`src/rtl/whack_input_decoder.sv`:
```
// Hole-switch receive path: synchronise and debounce each switch, then turn every
// accepted toggle into a whack event, arbitrated lowest-hole-first through a small FIFO.
module whack_input_decoder #(
   parameter int unsigned NUM_HOLES             = 18,
   parameter int unsigned DEBOUNCE_DELAY_COUNTS = 2500,
   parameter int unsigned FIFO_DEPTH            = 4
) (
   input  logic                         clk,
   input  logic                         rst,
   input  logic                         enable,
   input  logic [NUM_HOLES-1:0]         switches,
   output logic [NUM_HOLES-1:0]         stable_switches,
   output logic                         whack_valid,
   output logic [$clog2(NUM_HOLES)-1:0] whack_hole,
   input  logic                         whack_ready,
   output logic                         whack_dropped
);

   localparam int unsigned HOLE_W  = $clog2(NUM_HOLES);
   localparam int unsigned CNT_W   = (DEBOUNCE_DELAY_COUNTS > 1) ? $clog2(DEBOUNCE_DELAY_COUNTS) : 1;
   localparam int unsigned CNT_MAX = DEBOUNCE_DELAY_COUNTS - 1;
   localparam int unsigned PTR_W   = $clog2(FIFO_DEPTH);
   localparam int unsigned CNTF_W  = PTR_W + 1;

   logic [NUM_HOLES-1:0] r_sync1;
   logic [NUM_HOLES-1:0] r_sync2;
   logic [NUM_HOLES-1:0] r_stable;
   logic [CNT_W-1:0]     r_cnt [NUM_HOLES];

   logic [NUM_HOLES-1:0] r_pending;
   logic [HOLE_W-1:0]    r_mem [FIFO_DEPTH];
   logic [PTR_W-1:0]     r_wr_ptr;
   logic [PTR_W-1:0]     r_rd_ptr;
   logic [CNTF_W-1:0]    r_count;
   logic                 r_valid;
   logic [HOLE_W-1:0]    r_hole;
   logic                 r_dropped;

   logic [NUM_HOLES-1:0] w_diff;
   logic [NUM_HOLES-1:0] w_flip;
   logic [HOLE_W-1:0]    w_sel;
   logic                 w_push;
   logic                 w_pop;
   logic [NUM_HOLES-1:0] w_clr;
   logic [NUM_HOLES-1:0] w_pend_nxt;
   logic                 w_drop;
   logic [CNTF_W-1:0]    w_vis_cnt;
   logic [CNTF_W-1:0]    w_count_nxt;
   logic [PTR_W-1:0]     w_rd_nxt;

   // A hole flips once its synchronised level has disagreed for the full debounce window
   always_comb begin
      w_diff = r_sync2 ^ r_stable;
      w_flip = '0;
      for (int i = 0; i < int'(NUM_HOLES); i++) begin
         w_flip[i] = w_diff[i] && (r_cnt[i] == CNT_W'(CNT_MAX));
      end
   end

   // Lowest pending hole wins
   always_comb begin
      w_sel = '0;
      for (int i = int'(NUM_HOLES) - 1; i >= 0; i--) begin
         if (r_pending[i]) begin
            w_sel = HOLE_W'(i);
         end
      end
   end

   assign w_push      = enable && (r_pending != '0) && (r_count < CNTF_W'(FIFO_DEPTH));
   assign w_pop       = r_valid && whack_ready;
   assign w_clr       = w_push ? (NUM_HOLES'(1) << w_sel) : '0;
   // A new flip wins over the arbiter's clear; only a still-pending hole counts as a drop
   assign w_pend_nxt  = (r_pending & ~w_clr) | (w_flip & {NUM_HOLES{enable}});
   assign w_drop      = enable && (|(w_flip & r_pending & ~w_clr));
   // Entries already stored before this edge, minus the one leaving, become visible
   assign w_vis_cnt   = r_count - CNTF_W'(w_pop);
   assign w_count_nxt = r_count + CNTF_W'(w_push) - CNTF_W'(w_pop);
   assign w_rd_nxt    = r_rd_ptr + PTR_W'(w_pop);

   // Synchroniser and per-hole debounce counters; runs regardless of enable
   always_ff @(posedge clk) begin
      if (rst) begin
         r_sync1  <= '0;
         r_sync2  <= '0;
         r_stable <= '0;
         for (int i = 0; i < int'(NUM_HOLES); i++) begin
            r_cnt[i] <= '0;
         end
      end else begin
         r_sync1  <= switches;
         r_sync2  <= r_sync1;
         r_stable <= r_stable ^ w_flip;
         for (int i = 0; i < int'(NUM_HOLES); i++) begin
            if (!w_diff[i] || w_flip[i]) begin
               r_cnt[i] <= '0;
            end else begin
               r_cnt[i] <= r_cnt[i] + CNT_W'(1);
            end
         end
      end
   end

   // Pending set, event FIFO and registered handshake outputs
   always_ff @(posedge clk) begin
      if (rst) begin
         r_pending <= '0;
         r_wr_ptr  <= '0;
         r_rd_ptr  <= '0;
         r_count   <= '0;
         r_valid   <= 1'b0;
         r_hole    <= '0;
         r_dropped <= 1'b0;
         for (int i = 0; i < int'(FIFO_DEPTH); i++) begin
            r_mem[i] <= '0;
         end
      end else if (!enable) begin
         r_pending <= '0;
         r_wr_ptr  <= '0;
         r_rd_ptr  <= '0;
         r_count   <= '0;
         r_valid   <= 1'b0;
         r_dropped <= 1'b0;
      end else begin
         r_pending <= w_pend_nxt;
         r_dropped <= w_drop;
         if (w_push) begin
            r_mem[r_wr_ptr] <= w_sel;
            r_wr_ptr        <= r_wr_ptr + PTR_W'(1);
         end
         r_rd_ptr <= w_rd_nxt;
         r_count  <= w_count_nxt;
         r_valid  <= (w_vis_cnt != '0);
         if (w_vis_cnt != '0) begin
            r_hole <= r_mem[w_rd_nxt];
         end
      end
   end

   assign stable_switches = r_stable;
   assign whack_valid     = r_valid;
   assign whack_hole      = r_hole;
   assign whack_dropped   = r_dropped;

endmodule

```
`config.mk`:
```
export PLATFORM = sky130hd
export DESIGN_NAME = whack_input_decoder
export DESIGN_NICKNAME = d
export VERILOG_FILES = /design/src/rtl/whack_input_decoder.sv
export SDC_FILE = /design/constraint.sdc
export NUM_CORES = 1
export LEC_CHECK = 0
export CORE_AREA = 2 2 189 154
export DETAILED_ROUTE_END_ITERATION = 8
export DIE_AREA = 0 0 191 156
export PLACE_DENSITY = 0.74
export SLEW_MARGIN = 20
export SYNTH_ARGS = -nofsm -noshare
export SYNTH_HDL_FRONTEND = slang
export SYNTH_SLANG_ARGS = --single-unit
```
`constraint.sdc`:
```
create_clock -name clk -period 2.55 [get_ports clk]
set_input_delay 0.51 -clock clk [delete_from_list [all_inputs] [get_ports clk]]
set_output_delay 0.51 -clock clk [all_outputs]
set_load 0.03 [all_outputs]
```
==> results.sh, run 1 <==
export IMPL_num_io_pins=47
export IMPL_gp_congestion=0.925
export IMPL_die_width_um=191
export IMPL_synth_avg_cell_area_um2=10.8
export IMPL_netlist_area_um2=15400
export IMPL_cts_root_buf="sky130_fd_sc_hd__clkbuf_16"
export IMPL_skew_ns=0.00830
export IMPL_die_height_um=156
export IMPL_critical_path_arrival_ns=2.86
export IMPL_final_hold_viol_count=0
export IMPL_track_usage_pct=19.6
export IMPL_max_slew_margin_rel_pct=59.0
export IMPL_viasPerCell=4.98
export IMPL_drt_wl_total_mm=28.1
export IMPL_synthesis_yosys_warnings=0
export IMPL_post_route_cells_drive_above_1_share_pct=7.15
export IMPL_grt_pass1_wl_mm=47.7
export IMPL_ys_seq_area_share_pct=57.0
export IMPL_kind_of_path_behind_the_tightest_hold_check="flip-flop to flip-flop"
export IMPL_startpoint_type="flip-flop"
export IMPL_cap_violations=0
export IMPL_power_density_nw_per_um2=602
export IMPL_syn_inst=1426
export IMPL_clock_tree_from_tritoncts="built"
export IMPL_clock_pin_slew_of_the_registers_on_the_worst_case_setup_and_hold_paths_ns=0.06
export IMPL_ctsLongestPathBuffers=3
export IMPL_start_util_pct=55.4
export IMPL_worstPathRequired_ns=2.93
export IMPL_top_flip_flop_cell_by_instance_count_after_synthesis="sky130_fd_sc_hd__edfxtp_1"
export IMPL_fillerInstances=2201
export IMPL_rows=55
export IMPL_final_cell_mix="sky130_fd_sc_hd__nor2_1, sky130_fd_sc_hd__edfxtp_1, sky130_fd_sc_hd__conb_1"
export IMPL_place_hpwl_mm=20.0
export IMPL_drt_iter0_markers=684
export IMPL_port_buffer_count=46
export IMPL_max_vdd_ir_drop_mv=0.471
export IMPL_grt_pass1_vias=10200
export IMPL_finish_utilization_pct=66.5
export IMPL_preCtsSetupSlack_ns=-0.220
export IMPL_crit_type="flip-flop to flip-flop"
export IMPL_p_total_mw=11.2
export IMPL_synth_async_sr_flop_share_pct=0
export IMPL_period_utilization_post_route_pct=97.1
export IMPL_setup_ws_ns=0.0737
export IMPL_cts_buffers=34
export IMPL_ys_seq_elements=322
export IMPL_vias=10600
export IMPL_timing_worst_slew_pin_value_ns=0.615
export IMPL_syn_to_final_growth_pct=20.0
export IMPL_power_static_leakage_nw=6.97
export IMPL_most_common_library_cell_in_the_layout_ignoring_fill_and_taps="sky130_fd_sc_hd__nor2_1"
export IMPL_remaining_drc_errors=0
export IMPL_finalSetupViolCount=0
export IMPL_final_setup_tns_ns=0
export IMPL_synth_cell_types=63
export IMPL_grt_setup_unrepaired="true"
export IMPL_maxClockFrequency_mhz=404
export IMPL_worst_setup_path_end_kind="flip-flop"
export IMPL_dr_pass1_iters=5
export IMPL_cts_hold_repair_buffers=0
export IMPL_outcome="finished, final reports clean"
export IMPL_postRouteAntennaNets=0
export IMPL_core_region_area_um2=27900
export IMPL_cts_sinks=322
export IMPL_finalCriticalPeriod_ns=2.48
export IMPL_antenna_cells=0
export IMPL_maximum_number_of_pins_on_one_net_before_global_route_repair=55
export IMPL_cts_htree_levels=2
export IMPL_antenna_violations_before_repair=0
export IMPL_num_nets_final=1782
export IMPL_detail_route_wl_per_cell_um=13.2
export IMPL_die_area_um2=29800
export IMPL_worst_skew_pair_late_latency_ns=0.51
export IMPL_final_max_slew_violation_count=0
export IMPL_synth_edf_count=236
export IMPL_grt_overflow_total=0
export IMPL_worstPathMaxFanout=2
-- critical path, stage by stage (launching register included) --
cell and delay, ns:
sky130_fd_sc_hd__dfxtp_2 0.33, sky130_fd_sc_hd__nor4_4 0.35, sky130_fd_sc_hd__nand2_2 0.14, sky130_fd_sc_hd__o41ai_4 0.26
sky130_fd_sc_hd__ha_1 0.28, sky130_fd_sc_hd__inv_1 0.06, sky130_fd_sc_hd__ha_1 0.13, sky130_fd_sc_hd__inv_1 0.05
sky130_fd_sc_hd__fa_2 0.35, sky130_fd_sc_hd__xor2_2 0.16, sky130_fd_sc_hd__xnor2_1 0.17, sky130_fd_sc_hd__nor2_1 0.06
-- repair_timing --
action | CTS | global route
setup buffers | 1 | 0
cloned | 0 | 0
gates resized for setup | 2 | 3
endpoints found under the setup margin | 1 | 2
pin swaps | 4 | 1
hold endpoints to repair | 0 | 0
-- worst paths after layout --
path                  from         end  slack [ns]  depth (start not counted)
max          r_pending[15]  r_count[2]        0.07                         11
max reg2reg  r_pending[15]  r_count[2]        0.07                         11
min             r_sync1[0]  r_sync2[0]        0.44                          1
min reg2reg     r_sync1[0]  r_sync2[0]        0.44                          1
-- Yosys cell counts (all sizes together) (23+ instances only) --
master  number  area (um^2)
a21oi       24          120
and3        50          313
clkbuf      28          105
dfxtp       86         1720
edfxtp     236         7090
inv         38          143
nand2       80          300
nand3      105          526
nor2       307         1150
nor2b       43          269
nor4b       23          201
xnor2       73          639
xor2       129         1130
-- metal layers --
layer	global-route usage (%)	vias up	part of all wire, %
li1	-	5383	-
met1	27.5	4994	48
met2	31.3	196	45
met3	3.69	43	4.9
met4	5.17	0	1.6
met5	0	-	0
-- stage by stage --
stage / std cells / area (um^2) / hold slack [ns]
after floorplan: 1641 / 16300 / 0.414
after global placement: 2070 / 17400 / 0.417
after detailed placement: 2070 / 17400 / 0.430
after CTS: 2133 / 18500 / 0.441
after global routing: 2133 / 18500 / 0.450
final: 2133 / 18500 / 0.437
-- kinds of logic after synthesis --
logic type	count (synthesis)	synth area share, %
simple gates	712	22.7
flops	322	57.0
xor+xnor	202	11.5
buf+inv	72	1.82
compound gates	67	2.85
mux	27	2.16
fa+ha+maj	23	1.91
other cells	1	0.0243
-- registers in the layout (all words and copies together), names as in the netlist, named ones only --
| name | count |
|---|---|
| r_sync1 | 18 |
| r_sync2 | 18 |
| whack_dropped | 1 |
| r_pending | 18 |
| whack_hole | 5 |
| r_count | 3 |
| r_cnt | 216 |
| whack_valid | 1 |
| r_rd_ptr | 2 |
| r_mem | 20 |
| r_wr_ptr | 2 |
-- area by class of cell --
cell class	instances	area (um^2)	area share (%)
sequential	322	8810	47.6
multi-input combinational	1247	7210	38.9
clock buffer	58	1060	5.75
timing repair buffer	94	818	4.42
tap	370	463	2.50
inverter	38	143	0.770
clock inverter	4	18.8	0.101
-- where the power goes --
part,total [mW],leakage [nW],internal (mW),switching (mW)
Clock,4.78,0.530,2.84,1.94
Sequential,5.97,3.14,5.80,0.164
Combinational,0.412,3.30,0.182,0.230
No activity file was read; power rests on OpenSTA's default activity.
==> run 2: changes to the inputs <==
--- a/config.mk
+++ b/config.mk
@@ -5,9 +5,10 @@
 export SDC_FILE = /design/constraint.sdc
 export NUM_CORES = 1
 export LEC_CHECK = 0
-export CORE_AREA = 2 2 189 154
+export ABC_AREA = 1
+export CORE_AREA = 2 2 173 175
 export DETAILED_ROUTE_END_ITERATION = 8
-export DIE_AREA = 0 0 191 156
+export DIE_AREA = 0 0 175 177
 export PLACE_DENSITY = 0.74
 export SLEW_MARGIN = 20
 export SYNTH_ARGS = -nofsm -noshare
==> run 2 against run 1 <==
The flow now finishes with violations (setup timing). Critical path depth rose by 4. Worst hold slack got worse by 0.035 ns. Critical endpoint unchanged. Power rose by 1.2%. Sequential power barely moved. Critical path type unchanged. Final cell count rose by 21%.
==> results.sh, run 2 <==
export IMPL_outcome="finished with violations"
export IMPL_failing_checks="setup timing"
export IMPL_power_net_switching_mw=2.41
export IMPL_worst_skew_pair_late_latency_ns=0.51
export IMPL_max_slew_margin_rel_pct=44.9
export IMPL_timing_worst_slew_pin_value_ns=0.826
export IMPL_comb_power_share_pct=3.8
export IMPL_rows=63
export IMPL_clock_tree_from_tritoncts="built"
export IMPL_startpoint_type="flip-flop"
export IMPL_share_clk_of_total_power_pct=43.5
export IMPL_postRouteAntennaNets=0
export IMPL_synthTopCellsByCount="sky130_fd_sc_hd__nor2_1, sky130_fd_sc_hd__inv_1, sky130_fd_sc_hd__nand2_1, sky130_fd_sc_hd__edfxtp_1, sky130_fd_sc_hd__a21oi_1"
export IMPL_netlist_area_um2=16100
export IMPL_final_max_slew_violation_count=0
export IMPL_viasPerCell=4.92
export IMPL_power_sequential_fraction_pct=52.6
export IMPL_port_buffer_count=46
export IMPL_dr_pass1_iters=6
export IMPL_antenna_cells=0
export IMPL_power_density_nw_per_um2=585
export IMPL_vias=12700
export IMPL_start_util_pct=54.9
export IMPL_top_register="r_cnt"
export IMPL_finalCriticalPeriod_ns=2.59
export IMPL_final_hold_viol_count=0
export IMPL_synth_avg_cell_area_um2=8.73
export IMPL_worstPathRequired_ns=2.98
export IMPL_grt_overflow_total=0
export IMPL_worstPathMaxFanout=2
export IMPL_num_nets_final=2205
export IMPL_setup_ws_ns=-0.0369
export IMPL_worst_setup_path_end_kind="flip-flop"
export IMPL_detail_route_wl_per_cell_um=11.8
export IMPL_crit_type="flip-flop to flip-flop"
export IMPL_numPlacedInstances=2510
export IMPL_syn_inst=1840
export IMPL_synth_cell_types=41
export IMPL_syn_to_final_growth_pct=20.2
export IMPL_ctsLongestPathBuffers=3
export IMPL_place_hpwl_mm=21.9
export IMPL_synth_async_sr_flop_share_pct=0
export IMPL_num_io_pins=47
export IMPL_dpl_cell_area_um2=18100
export IMPL_drt_wl_total_mm=30.3
export IMPL_grt_setup_unrepaired="true"
export IMPL_kind_of_path_behind_the_tightest_hold_check="flip-flop to flip-flop"
export IMPL_cts_buffers=36
export IMPL_final_cell_mix="sky130_fd_sc_hd__nor2_1, sky130_fd_sc_hd__inv_1, sky130_fd_sc_hd__nand2_1"
export IMPL_yosys_cell_count_top_type="sky130_fd_sc_hd__nor2_1"
export IMPL_synthesis_yosys_warnings=0
export IMPL_die_area_um2=31000
export IMPL_remaining_drc_errors=0
export IMPL_most_common_library_cell_in_the_layout_ignoring_fill_and_taps="sky130_fd_sc_hd__nor2_1"
export IMPL_die_height_um=177
export IMPL_maximum_number_of_pins_on_one_net_before_global_route_repair=54
export IMPL_cts_root_buf="sky130_fd_sc_hd__clkbuf_16"
export IMPL_synth_top_area_share_pct=44.1
export IMPL_cap_violations=0
export IMPL_post_synth_main_area_contributors="sky130_fd_sc_hd__edfxtp_1, sky130_fd_sc_hd__dfxtp_1, sky130_fd_sc_hd__nor2_1"
export IMPL_synth_edf_count=236
export IMPL_track_usage_pct=20.1
export IMPL_fin_hold_ws_ns=0.402
export IMPL_cts_htree_levels=2
export IMPL_drt_iter0_markers=754
export IMPL_synth_largest_area_cell="sky130_fd_sc_hd__edfxtp_1"
export IMPL_antenna_violations_before_repair=0
export IMPL_ys_seq_elements=322
export IMPL_top_flip_flop_cell_by_instance_count_after_synthesis="sky130_fd_sc_hd__edfxtp_1"
export IMPL_cellInternalPower_mw=8.89
export IMPL_skew_ns=0.00951
export IMPL_power_share_switching_pct=21.3
export IMPL_post_route_cells_drive_above_1_share_pct=7.64
export IMPL_clock_pin_slew_of_the_registers_on_the_worst_case_setup_and_hold_paths_ns=0.06
export IMPL_finalSetupViolCount=1
export IMPL_maxClockFrequency_mhz=387
export IMPL_postLayoutCellArea_um2=19300
export IMPL_p_total_mw=11.3
export IMPL_gp_congestion=0.866
export IMPL_max_vdd_ir_drop_mv=0.458
export IMPL_core_region_area_um2=29200
export IMPL_power_static_leakage_nw=8.09
export IMPL_largest_register_ffs=216
export IMPL_period_utilization_post_route_pct=101
export IMPL_finish_cell_count_without_fillers=2575
export IMPL_critical_path_arrival_ns=3.02
export IMPL_cts_sinks=322
export IMPL_grt_pass1_wl_mm=52.5
export IMPL_preCtsSetupSlack_ns=-0.595
export IMPL_grt_pass1_vias=12300
export IMPL_die_width_um=175
export IMPL_reg_largest_list="r_cnt (216), r_mem (20)"
export IMPL_ys_seq_area_share_pct=54.9
## run 2: power by group through the flow
| stage | registers, mW | clock network, mW | logic (mW) |
|---|---|---|---|
| 2_1_floorplan | 6.01 | 0 | 0.322 |
| 3_3_place_gp | 6.04 | 0 | 0.410 |
| 3_5_place_dp | 6.05 | 0 | 0.423 |
| 4_1_cts | 5.94 | 5.04 | 0.428 |
| 5_1_grt | 5.97 | 5.23 | 0.515 |
| 6_report | 5.94 | 4.92 | 0.435 |
## run 2: cell families (layout without fill, tap and decap cells)
group	after synthesis	count (layout)	synth area share [%]
DFF	322	322	54.9
muxes	5	5	0.351
other	1	216	0.0234
xor gates and xnor gates	49	49	2.67
buffers and inverters	324	454	7.58
adders and majority gates	23	23	1.84
and+or+nand+nor	880	880	24.5
AOI/OAI and AO/OA	236	236	8.20
## run 2: metrics by stage
step           setup TNS [ns]  util, %
6_report              -0.0369     66.0
3_3_place_gp           -0.711     61.8
2_1_floorplan         -0.0328        -
3_5_place_dp            -1.48     61.8
5_1_grt                -0.176     66.0
4_1_cts                -0.116     65.7
## run 2: metal layers
metal  wire length [um]  share of wire [%]  global-route usage [%]  up-vias
met5                  0                  0                       0        -
met1              13700                 45                    25.3     5863
met2              14900                 49                    35.8      187
met4                644                2.1                    6.22        0
met3               1050                3.5                    2.94       52
li1                   -                  -                       -     6571
## run 2: final cells by class
type | count | area (um^2)
Fill cell | 2389 | 9950
Clock buffer | 46 | 990
Inverter | 298 | 1120
Tap cell | 390 | 488
Clock inverter | 17 | 135
Sequential cell | 322 | 8810
Multi-Input combinational cell | 1409 | 6930
Timing Repair Buffer | 93 | 821
## run 2: timing repair
item	in CTS	in global routing
gates resized for setup	5	20
endpoints found under the setup margin	1	3
pin swaps	3	8
hold buffers	0	0
setup buffers	1	1
## run 2: worst paths after layout
| check | cells past startpoint | slack (ns) | startpoint | to |
|---|---|---|---|---|
| worst min-delay path | 2 | 0.40 | r_sync1[3] | r_sync2[3] |
| worst max register to register | 15 | -0.04 | r_pending[10] | r_count[2] |
| worst max-delay path | 15 | -0.04 | r_pending[10] | r_count[2] |
| worst min register to register | 2 | 0.40 | r_sync1[3] | r_sync2[3] |
## run 2: critical path, stage by stage (launching register included)
cell                      delay, ns
sky130_fd_sc_hd__dfxtp_2       0.32
sky130_fd_sc_hd__nor4_2        0.27
sky130_fd_sc_hd__inv_1         0.10
sky130_fd_sc_hd__nor2_2        0.14
sky130_fd_sc_hd__inv_2         0.07
sky130_fd_sc_hd__nor2_4        0.12
sky130_fd_sc_hd__nor2_2        0.05
sky130_fd_sc_hd__nor2_2        0.10
sky130_fd_sc_hd__ha_1          0.23
sky130_fd_sc_hd__inv_1         0.05
sky130_fd_sc_hd__ha_1          0.14
sky130_fd_sc_hd__inv_1         0.06
sky130_fd_sc_hd__fa_2          0.37
sky130_fd_sc_hd__xnor2_2       0.15
sky130_fd_sc_hd__or2_4         0.24
sky130_fd_sc_hd__a21oi_2       0.10
